`src/rtl/shift_seq_ctrl.sv`:
```
// Iterative ARM operand-2 shifter sequencer: STEP bit positions per SHIFT cycle.
// Define SHIFT_SEQ_FAST_IMM_EN to resolve immediate-form rotates at accept.
module shift_seq_ctrl #(
  parameter int unsigned STEP = 4
) (
  input  logic        clk,
  input  logic        rst,
  input  logic        in_valid,
  output logic        in_ready,
  input  logic        op_imm,
  input  logic [11:0] operand2,
  input  logic [31:0] rm_value,
  input  logic [7:0]  rs_amount,
  input  logic        carry_in,
  output logic        out_valid,
  input  logic        out_ready,
  output logic [31:0] result,
  output logic        carry_out,
  output logic        busy
);

  typedef enum logic [1:0] {StIdle, StShift, StDone} state_e;
  typedef enum logic [2:0] {OpLsl, OpLsr, OpAsr, OpRor, OpRrx} op_e;

  state_e      state_q, state_d;
  op_e         op_q, op_d;
  logic [31:0] val_q, val_d;
  logic        c_q, c_d;
  logic [5:0]  cnt_q, cnt_d;
  logic [31:0] res_q, res_d;
  logic        co_q, co_d;

  // Decoded request at the accept edge; acc_n == 0 means the result is acc_val/acc_c.
  op_e         acc_op;
  logic [31:0] acc_val;
  logic        acc_c;
  logic [5:0]  acc_n;

`ifdef SHIFT_SEQ_FAST_IMM_EN
  logic [5:0]  imm_rot;
  logic [63:0] imm_wide;
  assign imm_rot  = {1'b0, operand2[11:8], 1'b0};
  assign imm_wide = {24'b0, operand2[7:0], 24'b0, operand2[7:0]} >> imm_rot;
`endif

  always_comb begin
    acc_op  = OpRor;
    acc_val = rm_value;
    acc_c   = carry_in;
    acc_n   = 6'd0;
    if (op_imm) begin
`ifdef SHIFT_SEQ_FAST_IMM_EN
      acc_val = imm_wide[31:0];
      acc_c   = (imm_rot == 6'd0) ? carry_in : imm_wide[31];
`else
      acc_val = {24'b0, operand2[7:0]};
      acc_n   = {1'b0, operand2[11:8], 1'b0};
`endif
    end else begin
      unique case (operand2[6:5])
        2'b00:   acc_op = OpLsl;
        2'b01:   acc_op = OpLsr;
        2'b10:   acc_op = OpAsr;
        default: acc_op = OpRor;
      endcase
      if (!operand2[4]) begin
        if (operand2[11:7] != 5'd0) begin
          acc_n = {1'b0, operand2[11:7]};
        end else begin
          // Zero immediate amounts encode LSR/ASR #32 and RRX.
          unique case (operand2[6:5])
            2'b00:   acc_n = 6'd0;
            2'b11: begin
              acc_op = OpRrx;
              acc_n  = 6'd1;
            end
            default: acc_n = 6'd32;
          endcase
        end
      end else if (rs_amount != 8'd0) begin
        if (operand2[6:5] != 2'b11) begin
          acc_n = (rs_amount > 8'd33) ? 6'd33 : rs_amount[5:0];
        end else begin
          acc_n = {1'b0, rs_amount[4:0]};
          if (rs_amount[4:0] == 5'd0) acc_c = rm_value[31];
        end
      end
    end
  end

  // One SHIFT cycle: up to STEP single-bit steps, carry = last bit shifted out.
  logic [5:0]  k;
  logic [31:0] sh_v;
  logic        sh_c;

  always_comb begin
    k    = (cnt_q < 6'(STEP)) ? cnt_q : 6'(STEP);
    sh_v = val_q;
    sh_c = c_q;
    for (int unsigned i = 0; i < STEP; i++) begin
      if (6'(i) < k) begin
        case (op_q)
          OpLsl: begin
            sh_c = sh_v[31];
            sh_v = {sh_v[30:0], 1'b0};
          end
          OpLsr: begin
            sh_c = sh_v[0];
            sh_v = {1'b0, sh_v[31:1]};
          end
          OpAsr: begin
            sh_c = sh_v[0];
            sh_v = {sh_v[31], sh_v[31:1]};
          end
          OpRrx: begin
            sh_v = {sh_c, sh_v[31:1]};
            sh_c = val_q[0];
          end
          default: begin
            sh_c = sh_v[0];
            sh_v = {sh_v[0], sh_v[31:1]};
          end
        endcase
      end
    end
  end

  always_comb begin
    state_d = state_q;
    op_d    = op_q;
    val_d   = val_q;
    c_d     = c_q;
    cnt_d   = cnt_q;
    res_d   = res_q;
    co_d    = co_q;
    unique case (state_q)
      StIdle: begin
        if (in_valid) begin
          op_d  = acc_op;
          val_d = acc_val;
          c_d   = acc_c;
          cnt_d = acc_n;
          if (acc_n == 6'd0) begin
            state_d = StDone;
            res_d   = acc_val;
            co_d    = acc_c;
          end else begin
            state_d = StShift;
          end
        end
      end
      StShift: begin
        val_d = sh_v;
        c_d   = sh_c;
        cnt_d = cnt_q - k;
        if (cnt_q == k) begin
          state_d = StDone;
          res_d   = sh_v;
          co_d    = sh_c;
        end
      end
      StDone: begin
        if (out_ready) state_d = StIdle;
      end
      default: state_d = StIdle;
    endcase
  end

  always_ff @(posedge clk or posedge rst) begin
    if (rst) begin
      state_q <= StIdle;
      op_q    <= OpLsl;
      val_q   <= 32'd0;
      c_q     <= 1'b0;
      cnt_q   <= 6'd0;
      res_q   <= 32'd0;
      co_q    <= 1'b0;
    end else begin
      state_q <= state_d;
      op_q    <= op_d;
      val_q   <= val_d;
      c_q     <= c_d;
      cnt_q   <= cnt_d;
      res_q   <= res_d;
      co_q    <= co_d;
    end
  end

  assign in_ready  = (state_q == StIdle);
  assign busy      = (state_q != StIdle);
  assign out_valid = (state_q == StDone);
  assign result    = res_q;
  assign carry_out = co_q;

endmodule
```
`config.mk`:
```
export PLATFORM = sky130hd
export DESIGN_NAME = shift_seq_ctrl
export DESIGN_NICKNAME = d
export VERILOG_FILES = /design/src/rtl/shift_seq_ctrl.sv
export SDC_FILE = /design/constraint.sdc
export NUM_CORES = 1
export LEC_CHECK = 0
export ABC_AREA = 1
export CORE_MARGIN = 4
export CORE_UTILIZATION = 40
export CTS_CLUSTER_DIAMETER = 50
export DETAILED_ROUTE_END_ITERATION = 12
export PLACE_DENSITY_LB_ADDON = 0.08
export SETUP_SLACK_MARGIN = 0.05
export SYNTH_ARGS = -nofsm -noshare
export SYNTH_HDL_FRONTEND = slang
export SYNTH_SLANG_ARGS = --single-unit
```
`constraint.sdc`:
```
create_clock -name clk -period 3.1 [get_ports clk]
set_input_delay 0.62 -clock clk [delete_from_list [all_inputs] [get_ports clk]]
set_output_delay 0.62 -clock clk [all_outputs]
set_load 0.02 [all_outputs]
```
# == Word level (Yosys, flattened, before mapping) ==
# Index checks and enable logic that the tools add are counted.
# classes
bitwise,0
n_lt_le_gt_ge,6
n_eq_ne,14
div,0
n_reduce_logical,13
n_mul,0
add_sub_neg,1
muxes,54
shift,0
# op_table
cell,count
$pmux W32 S4,4
$mux W32,9
$pmux W32 S2,2
$mux W6,8
$pmux W6 S2,2
$mux W1,14
$lt A1 B6 Y1 const A,2
$lt A2 B6 Y1 const A,2
$mux W3,4
$pmux W2 S3,2
$pmux W1 S2,5
$gt A8 B6 Y1 const B,1
$mux W2,4
$reduce_bool A8 Y1,1
$eq A2 B2 Y1 const B,3
$eq A6 B6 Y1,1
$logic_not A6 Y1,1
$lt A6 B3 Y1 const B,1
$ne A2 B2 Y1 const B,3
$sub A6 B6 Y6,1
$logic_not A5 Y1,1
$reduce_bool A5 Y1,1
$eq A2 B1 Y1 const B,2
$logic_not A2 Y1,2
other kinds (9),12
# word_totals
latchBits,0
in_bits,58
rom_bits,0
out_inout_bits,36
memories,0
mem_bits_rw,0
reg_bits,77

# == Logic depth before layout (Yosys ltp) ==
# depth
word_depth,12
ltp_mapped,19
depth_no_buf,18

# == Worst setup path before layout ==
# No wires, ideal clock.
# synth_path
path_type,input -> register
startpoint,input operand2[5]
endpoint,register res_q[4] (netlist: result[4])
required_time_ns,2.982
setup_slack_ns,0.931
n_path_buf,1
setup_time_ns,0.118
path_stages,12
arrival_time_ns,2.052
path_cell_list,ha_1 > inv_1 > nand3_1 > nand3_1 > nand2_1 > nor3_1 > nand3_1 > a21oi_2 > inv_2 > buf_2 > nand2_1 > nand2_1
# synth_via
elab_chain_len,8
word_cells_on_any_way,12
# synth_lines
element,line_no,text
from (decl),11,"input logic [11:0] operand2,"
"$eq A2 B2 Y1, or another cell as far along",71,unique case (operand2[6:5])
$pmux W6 S2 or $mux W6 (tied branches),"71, 81",
$mux W6 (on tied branches),"67, 80",
$mux W6 (*),66,if (!operand2[4]) begin
$mux W6 (*),51,if (op_imm) begin
$logic_not A6 Y1 (*),143,if (acc_n == 6'd0) begin
$ne A2 B1 Y1 (no source line) (*),--,
$reduce_and A4 Y1 (no source line) (*),--,
to (signal assigned),184,res_q <= res_d;
to (decl),30,"logic [31:0] res_q, res_d;"
# Mark *: on every way between the ends. The rest lies on a longest branch, timed or not.
# A chain may end at the register's enable or synchronous reset.

# == Final worst setup path ==
# layout_path
startpoint,register cnt_q[2]
endpoint,register val_q[29]
# layout_via
elab_chain_len,11
word_cells_on_any_way,15
# layout_lines
element,line_no,text
from (decl),29,"logic [5:0] cnt_q, cnt_d;"
from (signal assigned),183,cnt_q <= cnt_d;
$lt A6 B3 Y1,97,k = (cnt_q < 6'(STEP)) ? cnt_q : 6'(STEP);
$mux W6 (*),97,
$lt A1 B6 Y1,101,if (6'(i) < k) begin
$mux W32 or $mux W1 (tied branches),101,
$pmux W32 S4,102,case (op_q)
$mux W32,101,
$pmux W32 S4,102,
$mux W32,101,
$pmux W32 S4,102,
$mux W32 (*),101,
$pmux W32 S2 (*),136,unique case (state_q)
to (signal assigned),181,val_q <= val_d;
to (decl),27,"logic [31:0] val_q, val_d;"
# Marked as above.

==> run_results.csv <==
group,metric,value,unit
setup_path,crit_path_frequent_cell,"sky130_fd_sc_hd__nand3_1",
layout,multiInputGateArea,4210,µm²
pwr,power_share_of_the_clock_group,10.6,%
cts,cts-root-to-sink-buffers,2,
global_route,grt_pass1_vias,6950,
hold_path,worst_hold_path_type,"flop to flop",
timing,drv_slew,0,
global_route,globalRoute.totalOverflow,0,
cts,cts_tree,"yes",
setup_path,worst_ep_required_time,3.33,ns
layout,final_net_count,1250,
pwr,vdd_drop_max,446,µV
setup_path,critPathLaunchType,"flop",
setup_path,critical_path.top_delay_family,"simple AND/OR/NAND/NOR gates",
timing,period_minus_slack,2.69,ns
detailed_routing,routed_via_density,5.52,
layout,sequential_cell_area,1930,µm²
synthesis,post_synth_edffs,0,
status,run_status,"finished, final reports clean",
cts,post_cts.repair.setup_buffers,0,
cts,clk-insertion-delay-late,0.35,ns
die,chipWidth,137,µm
pwr,total_leakage_power,3.95,nW
placement,numPortBuffers,93,
timing,fin_worst_skew,0.00961,ns
pwr,netSwitchingFraction,56.0,%
synthesis,synth.avg_cell_area,6.03,µm²
layout,antenna_cells_inserted,0,
die,starting_density,40.6,%
synthesis,distinct_cells_synth,42,
global_route,track_usage,25.4,%
global_route,antenna_violations_before_repair,0,
synthesis,async_flop_share,100,%
setup_path,cp_data_arrival_time,2.92,ns
cts,path_clk_slew,0.06,ns
pwr,combPwrFrac,71.0,%
cts,ctsRootBufferMaster,"sky130_fd_sc_hd__clkbuf_16",
synthesis,netlist_area,6710,µm²
layout,layout.filler_cells,1767,
pwr,internal_power,0.00464,W
timing,relSlewSlack,61.8,%
run,maxCapViolCount,0,
pwr,seq_power_share,18.3,%
layout,area_growth_syn_to_layout,22.0,%
timing,setup_viol,0,
detailed_routing,vias,7790,
synthesis,synth.net_count,1176,
detailed_routing,wire_per_inst,16.8,µm
timing,fmaxAchievable,372,MHz
setup_path,timing.critical_path.fanout_max,31,
layout,fraction_of_final_layout_cells_sized_beyond_drive_strength_1,7.21,%
detailed_routing,drt.antenna.violating_nets,0,
timing,final.setup.worst_slack,0.412,ns
die,die-area,18900,µm²
global_route,pin_count_of_the_biggest_net_entering_global_routing,78,
synthesis,flip_flop_and_latch_count_after_synthesis,77,
setup_path,critPathKind,"flop to flop",
global_route,grt_first_pass_wirelength,37700,µm
cts,numCtsBuffers,9,
setup_path,timing.critical_path.cells,"nor2_4 > nand2_4 > inv_4 > nand2_4 > nand2_1 > inv_2 > nand3_1 > nand3_1 > nand2_1 > nand3_1 > nor2_1 > nor2_1 > nand3_1 > nand3_1 > nand2_1",
synthesis,ys_dominant_reg_cell,"sky130_fd_sc_hd__dfrtp_1",
synthesis,seq_area_frac_synth,28.7,%
synthesis,postSynthCellCount,1113,
timing,crit_share_post_route,86.7,%
setup_path,max_stage_delay_cell_worst_path,"sky130_fd_sc_hd__dfrtp_1",
synthesis,ys.warnings.count,0,
timing,setup_total_negative_slack,0,ns
cts,tritoncts_num_sinks,77,
detailed_routing,dr.pass1.iters,8,
die,core_region_area,16500,µm²
placement,dp_slack,0.168,ns
setup_path,path_buf_inv,2,
cts,postCtsHoldBufs,0,
die,design.portCount,94,
setup_path,end_kind,"flop",
setup_path,slowest_cell_delay_on_critical_path,0.45,ns
timing,timing.final.hold_violations,0,
die,rows,47,
cts,cts_htree_levels,3,
detailed_routing,drtIter0Drc,823,
pwr,power-per-cell-area,1290,nW/µm²
cts,number_of_gates_given_a_new_drive_strength_after_cts,0,
timing,worst-slew-pin-transition,0.567,ns
placement,globalplace.congestion,0.921,
detailed_routing,wl,23800,µm
die,die-height,137,µm
placement,hpwl,17300,µm
detailed_routing,drc_errors,0,
pwr,net-switching-power,0.00591,W
timing,unrepaired_setup_endpoints_after_global_routing,"no",
==> cell usage in the layout (no fill, tap or decap), drive strengths merged, types with 9 or more instances in the layout <==
cell type / instances
a21oi: 9
buf: 31
clkbuf: 10
clkdlybuf4s50: 93
dfrtp: 77
inv: 66
nand2: 462
nand3: 229
nand4: 54
nor2: 59
o211ai: 14
o21ai: 48
==> power by group through the flow <==
stage / Sequential (W) / Combinational [W] / Clock (W)
after floorplan: 0.00204 / 0.00507 / 0
after global placement: 0.00194 / 0.00735 / 0
after detailed placement: 0.00192 / 0.00736 / 0
after CTS: 0.00193 / 0.00739 / 0.00114
after global routing: 0.00199 / 0.00838 / 0.00119
final: 0.00194 / 0.00749 / 0.00112
==> synthesized netlist by cell type (2+ instances only) <==
| master | number | area share, % |
|---|---|---|
| sky130_fd_sc_hd__nand2_1 | 455 | 25 |
| sky130_fd_sc_hd__nand3_1 | 223 | 17 |
| sky130_fd_sc_hd__dfrtp_1 | 77 | 29 |
| sky130_fd_sc_hd__inv_1 | 53 | 3.0 |
| sky130_fd_sc_hd__nand4_1 | 53 | 4.9 |
| sky130_fd_sc_hd__nor2_1 | 53 | 3.0 |
| sky130_fd_sc_hd__o21ai_0 | 35 | 2.6 |
| sky130_fd_sc_hd__buf_2 | 29 | 2.2 |
| sky130_fd_sc_hd__clkbuf_1 | 20 | 1.1 |
| sky130_fd_sc_hd__o211ai_1 | 12 | 1.3 |
| sky130_fd_sc_hd__o21ai_1 | 12 | 0.90 |
| sky130_fd_sc_hd__inv_2 | 10 | 0.56 |
| sky130_fd_sc_hd__a21oi_1 | 8 | 0.60 |
| sky130_fd_sc_hd__buf_4 | 6 | 0.67 |
| sky130_fd_sc_hd__nand3_2 | 6 | 0.90 |
| sky130_fd_sc_hd__ha_1 | 5 | 0.93 |
| sky130_fd_sc_hd__nand2_2 | 5 | 0.47 |
| sky130_fd_sc_hd__nor3_1 | 5 | 0.37 |
| sky130_fd_sc_hd__a22oi_1 | 4 | 0.45 |
| sky130_fd_sc_hd__buf_6 | 4 | 0.67 |
| sky130_fd_sc_hd__nor2_4 | 4 | 0.67 |
| sky130_fd_sc_hd__nand3b_1 | 3 | 0.34 |
| sky130_fd_sc_hd__o22ai_1 | 3 | 0.28 |
| sky130_fd_sc_hd__a31oi_1 | 2 | 0.19 |
| sky130_fd_sc_hd__buf_1 | 2 | 0.11 |
| sky130_fd_sc_hd__clkinv_1 | 2 | 0.11 |
| sky130_fd_sc_hd__inv_4 | 2 | 0.19 |
| sky130_fd_sc_hd__nand2_4 | 2 | 0.34 |
| sky130_fd_sc_hd__nor2_2 | 2 | 0.19 |
| sky130_fd_sc_hd__o211ai_2 | 2 | 0.37 |
| sky130_fd_sc_hd__o21a_1 | 2 | 0.22 |
| sky130_fd_sc_hd__o41ai_1 | 2 | 0.26 |
==> worst reg2reg max path, stage by stage, from the launching register on <==
cell and delay (ns):
sky130_fd_sc_hd__dfrtp_1 0.45, sky130_fd_sc_hd__nor2_4 0.08, sky130_fd_sc_hd__nand2_4 0.16, sky130_fd_sc_hd__inv_4 0.07, sky130_fd_sc_hd__nand2_4 0.11, sky130_fd_sc_hd__nand2_1 0.08
sky130_fd_sc_hd__inv_2 0.42, sky130_fd_sc_hd__nand3_1 0.16, sky130_fd_sc_hd__nand3_1 0.18, sky130_fd_sc_hd__nand2_1 0.09, sky130_fd_sc_hd__nand3_1 0.14, sky130_fd_sc_hd__nor2_1 0.05
sky130_fd_sc_hd__nor2_1 0.09, sky130_fd_sc_hd__nand3_1 0.20, sky130_fd_sc_hd__nand3_1 0.22, sky130_fd_sc_hd__nand2_1 0.06
==> per-layer routing <==
metal	track usage [%]	wire, µm
met5	0	0
met1	41.1	11900
met2	34.5	9570
met3	4.42	2070
met4	5.04	278
==> cell type report <==
| type | count | area share [%] |
|---|---|---|
| clock buffers | 10 | 2.92 |
| repair buffers | 124 | 14.7 |
| clock inverters | 6 | 0.841 |
| flip-flops and latches | 77 | 23.6 |
| multi-input cells | 908 | 51.5 |
| well taps | 220 | 3.37 |
| inverters | 67 | 3.15 |
==> per-stage QoR <==
| stage | power [W] | area [µm²] | util, % | std cells | hold slack [ns] |
|---|---|---|---|---|---|
| after global routing | 0.0116 | 8180 | 49.5 | 1412 | 0.504 |
| after global placement | 0.00930 | 7870 | 47.6 | 1396 | 0.466 |
| final | 0.0106 | 8180 | 49.5 | 1412 | 0.487 |
| after detailed placement | 0.00929 | 7870 | 47.6 | 1396 | 0.465 |
| after floorplan | 0.00711 | 6710 | - | 1113 | 0.449 |
| after CTS | 0.0105 | 8180 | 49.5 | 1412 | 0.487 |
==> cell families after synthesis <==
| family | Yosys count | share of synthesized area [%] |
|---|---|---|
| adder cells (fa/ha/maj) | 5 | 0.933 |
| AND/OR/NAND/NOR | 815 | 53.9 |
| other | 1 | 0.0559 |
| buffers and inverters | 128 | 8.56 |
| flip-flops | 77 | 28.7 |
| AO/OA/AOI/OAI | 87 | 7.84 |
==> registers in the layout, summed over array words and instances, names as in the netlist <==
signal and cells:
carry_out 1, val_q 32, c_q 1, cnt_q 6, state_q 2, op_q 3, result 32
==> worst paths after layout <==
| kind | cells past startpoint | slack (ns) | start | end |
|---|---|---|---|---|
| hold / removal | 2 | 0.49 | c_q$_DFFE_PP0P_ | c_q$_DFFE_PP0P_ |
| hold reg to reg | 2 | 0.49 | c_q$_DFFE_PP0P_ | c_q$_DFFE_PP0P_ |
| min in group asynchronous | 3 | 0.66 | rst | result[19]$_DFFE_PP0P_ |
| setup reg to reg | 15 | 0.41 | cnt_q[2]$_DFFE_PP0P_ | val_q[29]$_DFFE_PP0P_ |
| max in group asynchronous | 3 | 2.08 | rst | val_q[4]$_DFFE_PP0P_ |
| setup / recovery | 15 | 0.41 | cnt_q[2]$_DFFE_PP0P_ | val_q[29]$_DFFE_PP0P_ |
Note: power is estimated with default switching activity, not from simulation.
